--- src/rtl/mac_pkg.sv ---
// Shared types and default widths for the multiply-accumulate datapath.
// The multiplier, this accumulator and later MAC stages all import it.
package mac_pkg;

    typedef enum logic [1:0] {
        IDLE  = 2'd0,
        ACCUM = 2'd1,
        DONE  = 2'd2
    } state_t;

    localparam int MAC_PROD_W = 8;
    localparam int MAC_ACC_W  = 12;
    localparam int MAC_LEN_W  = 4;

    localparam logic [MAC_ACC_W-1:0] ACC_MAX = {MAC_ACC_W{1'b1}};

endpackage

--- src/rtl/sat_adder.sv ---
// Unsigned add of an A_W-bit accumulator and a zero-extended B_W-bit operand.
// The result clamps to all ones when the sum does not fit in A_W bits.
module sat_adder #(
    parameter int A_W = 12,
    parameter int B_W = 8
) (
    input  logic [A_W-1:0] a,
    input  logic [B_W-1:0] b,
    output logic [A_W-1:0] sum,
    output logic           ovf
);

    logic [A_W:0] wide;

    always_comb begin
        wide = {1'b0, a} + (A_W+1)'(b);
        ovf  = wide[A_W];
        sum  = wide[A_W] ? {A_W{1'b1}} : wide[A_W-1:0];
    end

endmodule

--- src/rtl/product_accumulator.sv ---
// Sums a programmed number of multiplier products into a saturating accumulator
// and hands the result out on a registered valid/ready port.
module product_accumulator
    import mac_pkg::*;
#(
    parameter int PROD_W = MAC_PROD_W,
    parameter int ACC_W  = MAC_ACC_W,
    parameter int LEN_W  = MAC_LEN_W
) (
    input  logic              clk,
    input  logic              rst_n,
    input  logic              start,
    input  logic [LEN_W-1:0]  len,
    input  logic              in_valid,
    output logic              in_ready,
    input  logic [PROD_W-1:0] in_product,
    output logic              out_valid,
    input  logic              out_ready,
    output logic [ACC_W-1:0]  out_sum,
    output logic              out_overflow,
    output logic              busy
);

    state_t           state;
    logic [ACC_W-1:0] acc;
    logic             ovf;
    logic [LEN_W-1:0] remaining;

    logic [ACC_W-1:0] acc_nxt;
    logic             add_ovf;
    logic             beat;

    sat_adder #(
        .A_W (ACC_W),
        .B_W (PROD_W)
    ) u_sat_adder (
        .a   (acc),
        .b   (in_product),
        .sum (acc_nxt),
        .ovf (add_ovf)
    );

    assign in_ready = (state == ACCUM);
    assign busy     = (state != IDLE);
    assign beat     = in_valid && in_ready;

    // Result registers are loaded on the transition into DONE, so out_valid
    // rises the cycle after the final beat and stays stable under backpressure.
    always_ff @(posedge clk or negedge rst_n) begin
        if (!rst_n) begin
            state        <= IDLE;
            acc          <= '0;
            ovf          <= 1'b0;
            remaining    <= '0;
            out_valid    <= 1'b0;
            out_sum      <= '0;
            out_overflow <= 1'b0;
        end else begin
            unique case (state)
                IDLE: begin
                    if (start) begin
                        acc <= '0;
                        ovf <= 1'b0;
                        if (len == '0) begin
                            state        <= DONE;
                            out_valid    <= 1'b1;
                            out_sum      <= '0;
                            out_overflow <= 1'b0;
                        end else begin
                            remaining <= len;
                            state     <= ACCUM;
                        end
                    end
                end
                ACCUM: begin
                    if (beat) begin
                        acc       <= acc_nxt;
                        ovf       <= ovf | add_ovf;
                        remaining <= remaining - LEN_W'(1);
                        if (remaining == LEN_W'(1)) begin
                            state        <= DONE;
                            out_valid    <= 1'b1;
                            out_sum      <= acc_nxt;
                            out_overflow <= ovf | add_ovf;
                        end
                    end
                end
                DONE: begin
                    // start is deliberately not looked at here; a new job
                    // needs a fresh request once back in IDLE.
                    if (out_ready) begin
                        state     <= IDLE;
                        out_valid <= 1'b0;
                    end
                end
                default: begin
                    state     <= IDLE;
                    out_valid <= 1'b0;
                end
            endcase
        end
    end

endmodule
--- config.mk ---
export PLATFORM = sky130hd
export DESIGN_NAME = product_accumulator
export DESIGN_NICKNAME = d
export VERILOG_FILES = /design/src/rtl/mac_pkg.sv /design/src/rtl/sat_adder.sv /design/src/rtl/product_accumulator.sv
export SDC_FILE = /design/constraint.sdc
export NUM_CORES = 1
export LEC_CHECK = 0
export ABC_AREA = 1
export BUFFER_PORTS_ARGS = -buffer_cell sky130_fd_sc_hd__buf_2
export CORE_AREA = 2 2 61 75
export CTS_BUF_LIST = sky130_fd_sc_hd__clkbuf_8 sky130_fd_sc_hd__clkbuf_16
export DETAILED_ROUTE_END_ITERATION = 8
export DIE_AREA = 0 0 63 77
export HOLD_SLACK_MARGIN = 0.08
export PLACE_DENSITY_LB_ADDON = 0.1
export SETUP_SLACK_MARGIN = 0.4
export SYNTH_ARGS = -nofsm -noshare
export SYNTH_HDL_FRONTEND = slang
export SYNTH_HIERARCHICAL = 1
export SYNTH_SLANG_ARGS = --single-unit
--- constraint.sdc ---
create_clock -name clk -period 3.3 [get_ports clk]
set_clock_uncertainty 0.2 [all_clocks]
set_input_delay 0.33 -clock clk [delete_from_list [all_inputs] [get_ports clk]]
set_output_delay 0.33 -clock clk [all_outputs]
set_load 0.005 [all_outputs]
# Word-level counts from Yosys, hierarchy flattened
# Cells that the tools add are included.
# classes
reduce_logical	10
n_mux	33
eq_ne	9
bitwise_logic	1
add_sub_neg	2
# ops
cell	n
12-bit 2-to-1 mux	7
12-bit one-hot mux with 2 select lines	2
12-bit by 8-bit adder with 13-bit output	1
4-bit 2-to-1 mux	3
1-bit 2-to-1 mux	11
2-bit 2-to-1 mux	5
5-bit AND reduction	2
2-bit != test, second input constant	4
4-bit one-hot mux with 2 select lines	1
4-bit AND reduction	2
2-bit one-hot mux with 3 select lines	1
4-bit by 1-bit equality test with 1-bit output, second input constant	1
4-bit zero test	1
2-bit by 1-bit != test with 1-bit output, second input constant	2
1-bit one-hot mux with 2 select lines	2
2-bit nonzero test	2
4-bit by 1-bit subtractor with 4-bit output, second input constant	1
1-bit one-hot mux with 3 select lines	1
3-bit AND reduction	1
2-bit by 1-bit equality test with 1-bit output, second input constant	1
2-bit equality test, second input constant	1
2-bit zero test	1
1-bit logical AND	1
1-bit bitwise OR	1
# word_totals
wordCells	62
register_bits	33
input_bits	17
out_inout_bits	16

# Logic depth before layout (Yosys ltp)
# Gate-level depths: netlist of the first run.
# depth
word_depth	5
mapped_depth	15
mapped_depth_nobuf	15

# Hierarchy
# The synthesis of the first run kept the hierarchy.
# modules_own_cells
mod	instances	cells_per_inst	area_per_inst_um2
product_accumulator	1	205	1561.5
sat_adder	1	123	643.1

# Worst setup path after synthesis of the first run
# No wires, ideal clock.
# synth_timing
path_type	register to register
start	reg acc[0]
end	reg out_overflow
t_required_ns	2.984
n_path_buf	1
path_slack_ns	1.171
arrival_time_ns	1.813
setup_ns	0.116
path_stages_with_launch	16
path_cell_list	dfrtp_1 > ha_1 > fa_1 > nand2_1 > inv_1 > nand2_2 > nand3_2 > nand2_2 > nand2_2 > nand2_2 > buf_6 > inv_1 > nor2_1 > nor2_1 > nand2_1 > nand2_1
# synth_via
elab_chain_len	5
# synth_rtl
item	line	source
start: declaration	product_accumulator.sv:25	logic [ACC_W-1:0] acc;
start signal: assignment	product_accumulator.sv:77	acc <= acc_nxt;
12-bit by 8-bit adder with 13-bit output	sat_adder.sv:16	wide = {1'b0, a} + (A_W+1)'(b);
via add_ovf	product_accumulator.sv:30	logic add_ovf;
1-bit bitwise OR	product_accumulator.sv:84	out_overflow <= ovf | add_ovf;
1-bit 2-to-1 mux	product_accumulator.sv:80	if (remaining == LEN_W'(1)) begin
1-bit 2-to-1 mux	product_accumulator.sv:76	if (beat) begin
1-bit one-hot mux with 2 select lines	product_accumulator.sv:59	unique case (state)
end signal: assignment	product_accumulator.sv:84	
end: declaration	product_accumulator.sv:20	output logic out_overflow,
# The timed path passes the listed nets, and every way through them passes these cells. The select of a mux whose other input is x is not followed.
# A chain may end at the register's enable or synchronous reset.

# Worst setup path after layout of the first run
# layout_timing
start	reg acc[0]
end	reg out_sum[2]
# layout_via
elab_chain_len	5
# layout_rtl
item	line	source
12-bit by 8-bit adder with 13-bit output	sat_adder.sv:16	
12-bit 2-to-1 mux	sat_adder.sv:18	sum = wide[A_W] ? {A_W{1'b1}} : wide[A_W-1:0];
via acc_nxt[2]	product_accumulator.sv:29	logic [ACC_W-1:0] acc_nxt;
12-bit 2-to-1 mux	product_accumulator.sv:80	
12-bit 2-to-1 mux	product_accumulator.sv:76	
12-bit one-hot mux with 2 select lines	product_accumulator.sv:59	
end signal: assignment	product_accumulator.sv:83	out_sum <= acc_nxt;
end: declaration	product_accumulator.sv:19	output logic [ACC_W-1:0] out_sum,
# The timed path passes the listed nets, and every way through them passes these cells. The select of a mux whose other input is x is not followed.

==> results of run 1 <==
[layer usage]
metal	vias up	GRT usage, %	wire [microns]
li1	1059	-	-
met1	950	24.31	2006
met2	40	42.98	2629
met3	17	3.226	145
met4	0	14.00	218
met5	-	0	0
[tightest hold or removal path: cells and delay by family]
family	cells	cell delay (ps)
buf+inv	1	80
simple gates	3	180
[cells by family (layout without fill, tap and decap cells)]
kind of cell | after synthesis | in the layout
AO/OA/AOI/OAI | 14 | 14
XOR/XNOR | 5 | 5
adder cells (fa/ha/maj) | 11 | 11
buffers and inverters | 52 | 87
flip-flops | 33 | 33
AND/OR/NAND/NOR | 213 | 213
[layout by cell type, fill, tap and decap left out, types with 2 or more instances in the layout]
| cell type | synthesis | layout |
|---|---|---|
| o21ai_0 | 9 | 9 |
| dfrtp_1 | 33 | 33 |
| nor2_4 | 2 | 2 |
| nor2_2 | 2 | 2 |
| nand4_1 | 4 | 4 |
| nand2_1 | 145 | 145 |
| clkbuf_8 | 0 | 6 |
| xor2_1 | 4 | 4 |
| nor2_1 | 34 | 34 |
| buf_2 | 4 | 32 |
| inv_1 | 42 | 43 |
| nand3_1 | 14 | 14 |
| nand2_2 | 5 | 5 |
| a21oi_1 | 3 | 3 |
| nand3_2 | 4 | 4 |
| ha_1 | 10 | 10 |
| inv_2 | 4 | 4 |
[sequential cells by signal, summed over array words and instances, names as in the netlist]
register      flops
acc              12
out_sum          12
remaining         4
state             2
out_overflow      1
out_valid         1
ovf               1
[how the worst max path moves through the flow]
stage,startpoint,end,slack (ps),cells after the start
2_1_floorplan,acc[0]$_DFFE_PN0P_,out_overflow$_DFFE_PN0P_,1170,15
3_3_place_gp,in_product[0],out_sum[2]$_DFFE_PN0P_,980,15
3_5_place_dp,in_product[0],out_sum[2]$_DFFE_PN0P_,920,15
6_report,acc[0]$_DFFE_PN0P_,out_sum[2]$_DFFE_PN0P_,930,14
4_1_cts,acc[0]$_DFFE_PN0P_,out_sum[2]$_DFFE_PN0P_,920,14
5_1_grt,acc[0]$_DFFE_PN0P_,out_sum[2]$_DFFE_PN0P_,770,14
[stage by stage]
step                      area (sq um)  instances  hold slack [ps]
after global placement            2396        410            238.1
after global routing              2522        419            206.3
final                             2522        419            138.9
after CTS                         2522        419            142.0
after detailed placement          2396        410            247.6
after floorplan                   2205        328           -165.6
[power groups by stage]
stage                     Sequential (uW)  Clock [uW]  Combinational, uW
after floorplan                       614           0                792
after global placement                625           0               1020
after detailed placement              626           0               1050
after CTS                             619         405               1050
after global routing                  637         421               1210
final                                 618         395               1030
[layout make-up]
cell class                      count  area, sq um  share of cell area, %
Clock buffer                        6        82.58                  3.274
Clock inverter                      2        33.78                  1.339
Inverter                           46        172.7                  6.845
Multi-Input combinational cell    243         1167                  46.28
Sequential cell                    33        825.8                  32.74
Tap cell                           56        70.07                  2.778
Timing Repair Buffer               33        170.2                  6.746
==> impl_metrics.env, run 1 <==
export IMPL_status="finished, final reports clean"
export IMPL_async_reset_ff_share_pct=100.0
export IMPL_clkTransAtPathRegs_ps=70
export IMPL_row_count=26
export IMPL_postSynth_topFlopCell="dfrtp_1"
export IMPL_post_route_cells_drive_above_1_share_pct=16.25
export IMPL_area_share_of_the_largest_cell_type_after_synthesis_pct=37.46
export IMPL_worst_pin_slew_ps=754.8
export IMPL_die_h_microns=77
export IMPL_setup_tns_ps=0
export IMPL_dp_final_hpwl_microns=3832
export IMPL_yosys_area_top_type="dfrtp_1"
export IMPL_ys_types=25
export IMPL_postCtsResizedCells=0
export IMPL_fillerInstances=429
export IMPL_antenna_found_initial=0
export IMPL_worst_slew_margin_rel_pct=49.68
export IMPL_overall_global_routing_usage_pct=23.18
export IMPL_synth_simple_gate_area_share_pct=40.98
export IMPL_clock_path_buffers=2
export IMPL_r2r_start="acc[0]$_DFFE_PN0P_"
export IMPL_cell_type_with_the_highest_occurrence_count_on_the_critical_path="nand2_2"
export IMPL_rr_endpoint="out_sum[2]$_DFFE_PN0P_"
export IMPL_vdd_ir_drop_worst_v=0.0003365
export IMPL_drtPass1Iterations=4
export IMPL_tritoncts_num_buffers=5
export IMPL_synth_fp_nets=356
export IMPL_switching_share_pct=44.87
export IMPL_timing_final_setup_violations=0
export IMPL_syn_instance_count=328
export IMPL_core_area_sq_mm=0.004131
export IMPL_min_delay_start="out_ready"
export IMPL_cellPowerDensity_mw_per_mm2=810.7
export IMPL_clk_latency_ps=290
export IMPL_muxShareOfSynthArea_pct=0
export IMPL_cts_sink_count=33
export IMPL_post_cts_repair_setup_buffers=0
export IMPL_synth_sequential_area_ratio_pct=37.46
export IMPL_initial_utilization_pct=53.36
export IMPL_hold_path_class="input pin to flip-flop"
export IMPL_synth_ff_latch_count=33
export IMPL_power_total_uw=2045
export IMPL_synth_top_cells_by_count="nand2_1, inv_1, nor2_1, dfrtp_1, nand3_1"
export IMPL_post_synth_cell_area_avg_sq_um=6.721
export IMPL_fp_dieArea_sq_mm=0.004851
export IMPL_p_leak_uw=0.001549
export IMPL_routed_wire_length_per_instance_microns=11.93
export IMPL_p_switching_uw=917.5
export IMPL_cts_tree="done"
export IMPL_post_synth_main_area_contributors="dfrtp_1, nand2_1, inv_1, nor2_1, ha_1"
export IMPL_gp_congestion=0.9169
export IMPL_grt_first_pass_wirelength_microns=8783
export IMPL_max_freq_ghz=0.4216
export IMPL_final_period_minus_worst_setup_slack_ps=2372
export IMPL_cp_end_kind="flip-flop"
export IMPL_dpl_worst_slack_ps=916.4
export IMPL_htree_num_levels=2
export IMPL_cts_hold_fix_buffers=1
export IMPL_worstHoldEndpoint="state[1]$_DFFE_PN0P_"
export IMPL_final_hold_violation_count=0
export IMPL_timing_critical_path_max_delay_family="simple AND/OR/NAND/NOR gates"
export IMPL_design_internal_power_uw=1127
export IMPL_crit_path_dat_ps=2350
export IMPL_drc_errors=0
export IMPL_routed_via_count=2066
export IMPL_yosys_cell_count_top_type="nand2_1"
export IMPL_critPathBufInv=2
export IMPL_drt_wl_total_microns=5000
export IMPL_numPortBuffers=32
export IMPL_critical_path_startpoint_type="flip-flop"
export IMPL_fin_crit_sh_pct=71.88
export IMPL_io_pins=33
export IMPL_r2r_worst_path_cells=14
export IMPL_combinational_cell_fraction_of_total_power_pct=50.4
export IMPL_synth_compound_area_share_pct=3.405
export IMPL_drv_cap=0
export IMPL_drv_slew=0
export IMPL_timing_hold_worst_path_depth=4
export IMPL_grt_start_max_net_pins=34
export IMPL_regToRegSetupSlack_ps=930
export IMPL_grt_pass1_vias=2068
export IMPL_finish_utilization_pct=61.05
export IMPL_path_max_fanout=11
export IMPL_final_net_count=390
export IMPL_yosys_warn_count=6
export IMPL_globalRouteOverflowTotal=0
export IMPL_worst_path_max_delay_cell="fa_1"
export IMPL_antenna_diode_count=0
export IMPL_cp_cell_sequence="ha_1, fa_1, nand2_1, inv_1, nand2_2, nand3_2, nand2_2, nand2_2, nand2_2, o21ai_0, inv_1, nor2_1, nand2_1, nand2_1"
export IMPL_seqPwrFrac_pct=30.2
export IMPL_timing_critical_path_required_ps=3270
export IMPL_rsz0062_at_grt="no"
export IMPL_worst_slack_ps=927.9
export IMPL_areaGrowthSynthToFinish_pct=14.42
export IMPL_floorplan_die_width_microns=63
export IMPL_synth_xor_xnor_area_share_pct=1.986
export IMPL_drt_vias_per_instance=4.931
export IMPL_cell_area_after_technology_mapping_sq_mm=0.002205
export IMPL_final_antenna_net_count=0
export IMPL_synth_top_family_by_area="simple AND/OR/NAND/NOR gates"
export IMPL_dr_first_iter_drc_count=38
export IMPL_worst_path_largest_cell_delay_ps=410
export IMPL_synth_edff_count=0
export IMPL_classification_of_the_worst_setup_path="flip-flop to flip-flop"
export IMPL_clock_tree_root_cell="clkbuf_8"
export IMPL_synthAdderAreaFrac_pct=6.583
export IMPL_clock_power_share_pct=19.3
Power figures use the tool's default switching activity.
==> run 2, diff against run 1 <==
- CORE_AREA: 2 2 61 75 -> 2 2 64 78
- DIE_AREA: 0 0 63 77 -> 0 0 66 80
- clock period: 3.3 -> 2 ns (I/O delays scaled with it)
==> run 2 against run 1 <==
  * The run now ends with negative setup slack left
  * Critical endpoint is now out_sum[6]$_DFFE_PN0P_
  * Sequential power up 67%
  * Fmax up 9.3%
  * First-iteration DRC count up 76%
  * Combinational power up 100%
  * Worst setup slack worse by 1100 ps
==> impl_metrics.env, run 2 (synthesis results as in run 1) <==
export IMPL_status="finished with violations"
export IMPL_violations="negative setup slack"
export IMPL_dr_first_iter_drc_count=67
export IMPL_clk_latency_ps=290
export IMPL_vdd_ir_drop_worst_v=0.0006852
export IMPL_tritoncts_num_buffers=5
export IMPL_fillerInstances=443
export IMPL_timing_critical_path_required_ps=1980
export IMPL_antenna_found_initial=0
export IMPL_post_route_cells_drive_above_1_share_pct=23.56
export IMPL_drv_cap=0
export IMPL_r2r_start="acc[0]$_DFFE_PN0P_"
export IMPL_row_count=27
export IMPL_htree_num_levels=2
export IMPL_cts_sink_count=33
export IMPL_routed_via_count=2123
export IMPL_antenna_diode_count=0
export IMPL_p_leak_uw=0.001662
export IMPL_clock_tree_root_cell="clkbuf_8"
export IMPL_path_max_fanout=6
export IMPL_dpl_instance_area_sq_mm=0.002486
export IMPL_areaGrowthSynthToFinish_pct=27.19
export IMPL_clock_path_buffers=2
export IMPL_floorplan_die_width_microns=66
export IMPL_worst_pin_slew_ps=731.4
export IMPL_drt_wl_total_microns=5340
export IMPL_largestRegisters="acc: 12 flops, out_sum: 12 flops, remaining: 4 flops"
export IMPL_hold_path_class="input pin to flip-flop"
export IMPL_design_area_sq_mm=0.002804
export IMPL_final_hold_violation_count=0
export IMPL_area_of_the_multi_input_gates_sq_mm=0.001304
export IMPL_overall_global_routing_usage_pct=22.65
export IMPL_routed_wire_length_per_instance_microns=12.14
export IMPL_grt_pass1_vias=2118
export IMPL_final_period_minus_worst_setup_slack_ps=2169
export IMPL_io_pins=33
export IMPL_final_net_count=409
export IMPL_finish_utilization_pct=61.94
export IMPL_layout_cells_most_common_list="nand2_1, inv_1, dfrtp_1"
export IMPL_clkTransAtPathRegs_ps=70
export IMPL_cellPowerDensity_mw_per_mm2=1336
export IMPL_drt_vias_per_instance=4.825
export IMPL_crit_path_dat_ps=2150
export IMPL_timing_final_setup_violations=26
export IMPL_grt_first_pass_wirelength_microns=9025
export IMPL_numPortBuffers=32
export IMPL_core_area_sq_mm=0.004527
export IMPL_classification_of_the_worst_setup_path="flip-flop to flip-flop"
export IMPL_gp_congestion=0.8889
export IMPL_globalRouteOverflowTotal=0
export IMPL_rsz0062_at_grt="yes"
export IMPL_area_sequential_sq_um=825.8
export IMPL_die_h_microns=80
export IMPL_drv_slew=0
export IMPL_final_antenna_net_count=0
export IMPL_grt_start_max_net_pins=34
export IMPL_fp_dieArea_sq_mm=0.005280
export IMPL_crit_start="acc[0]$_DFFE_PN0P_"
export IMPL_fin_crit_sh_pct=108.5
export IMPL_initial_utilization_pct=48.70
export IMPL_min_delay_start="in_valid"
export IMPL_critical_path_startpoint_type="flip-flop"
export IMPL_worst_slack_ps=-169.5
export IMPL_most_common_cell_after_layout_fill_and_taps_aside="nand2_1"
export IMPL_cts_tree="done"
export IMPL_cp_end_kind="flip-flop"
export IMPL_max_freq_ghz=0.4609
export IMPL_worst_slew_margin_rel_pct=51.24
export IMPL_dp_final_hpwl_microns=3866
export IMPL_drc_errors=0
export IMPL_drtPass1Iterations=4
[run 2: area by class of cell]
type                       instances  area share (%)
multi-input combinational        245           46.50
tap                               58           2.588
timing repair buffer              50           11.07
inverter                          46           6.247
clock inverter                     2           1.205
clock buffer                       6           2.945
sequential                        33           29.45
[run 2: critical path, cell delays in order, from the launching register on]
cell     delay, ps
dfrtp_1        410
ha_4           170
fa_2           370
nand2_2         70
inv_2           40
nand2_2         60
nand3_2         80
nand2_2        100
nand2_4         90
nand2_8        120
nand2_1         50
inv_1           50
nor2_1          40
nand2_1        120
nand2_1         60
[run 2: path summary, 6_finish.rpt]
kind | endpoint | slack [ps] | depth (start not counted)
hold / removal | state[0]$_DFFE_PN0P_ | 180 | 4
setup / recovery | out_sum[6]$_DFFE_PN0P_ | -170 | 14
max in group asynchronous | acc[5]$_DFFE_PN0P_ | 820 | 2
hold reg to reg | out_valid$_DFFE_PN0P_ | 260 | 2
min in group asynchronous | acc[3]$_DFFE_PN0P_ | 290 | 2
setup reg to reg | out_sum[6]$_DFFE_PN0P_ | -170 | 14
[run 2: through the flow]
stage	setup WS [ps]	setup TNS [ps]	std cells	power [uW]	hold WS, ps
3_5_place_dp	-275.1	-4986	423	2876	113.0
5_1_grt	-264.6	-5960	440	4101	238.8
4_1_cts	-123.4	-2247	438	3581	146.1
3_3_place_gp	-228.2	-3819	423	2857	108.0
6_report	-169.5	-2704	440	3746	178.1
2_1_floorplan	-34.34	-375.7	328	2323	-295.6
[run 2: power breakdown]
| group | total (uW) | switching [uW] | internal (uW) |
|---|---|---|---|
| Sequential | 1030 | 154 | 878 |
| Combinational | 2060 | 1290 | 771 |
| Clock | 651 | 250 | 401 |
| Total | 3750 | 1700 | 2050 |
[run 2: timing repair]
| action | CTS | global route |
|---|---|---|
| endpoints found under the setup margin | 32 | 32 |
| setup buffers | 0 | 1 |
| pin swaps | 7 | 11 |
| hold buffers | 6 | 0 |
| cloned | 1 | 1 |
| hold endpoints to repair | 38 | 0 |
| resized for setup | 5 | 24 |
[run 2: metal layers]
layer	track usage [%]	up-vias	share of wire, %
li1	-	1098	-
met1	24.36	985	41
met2	43.23	31	53
met3	4.231	9	2.7
met4	7.959	0	3.1
met5	0	-	0
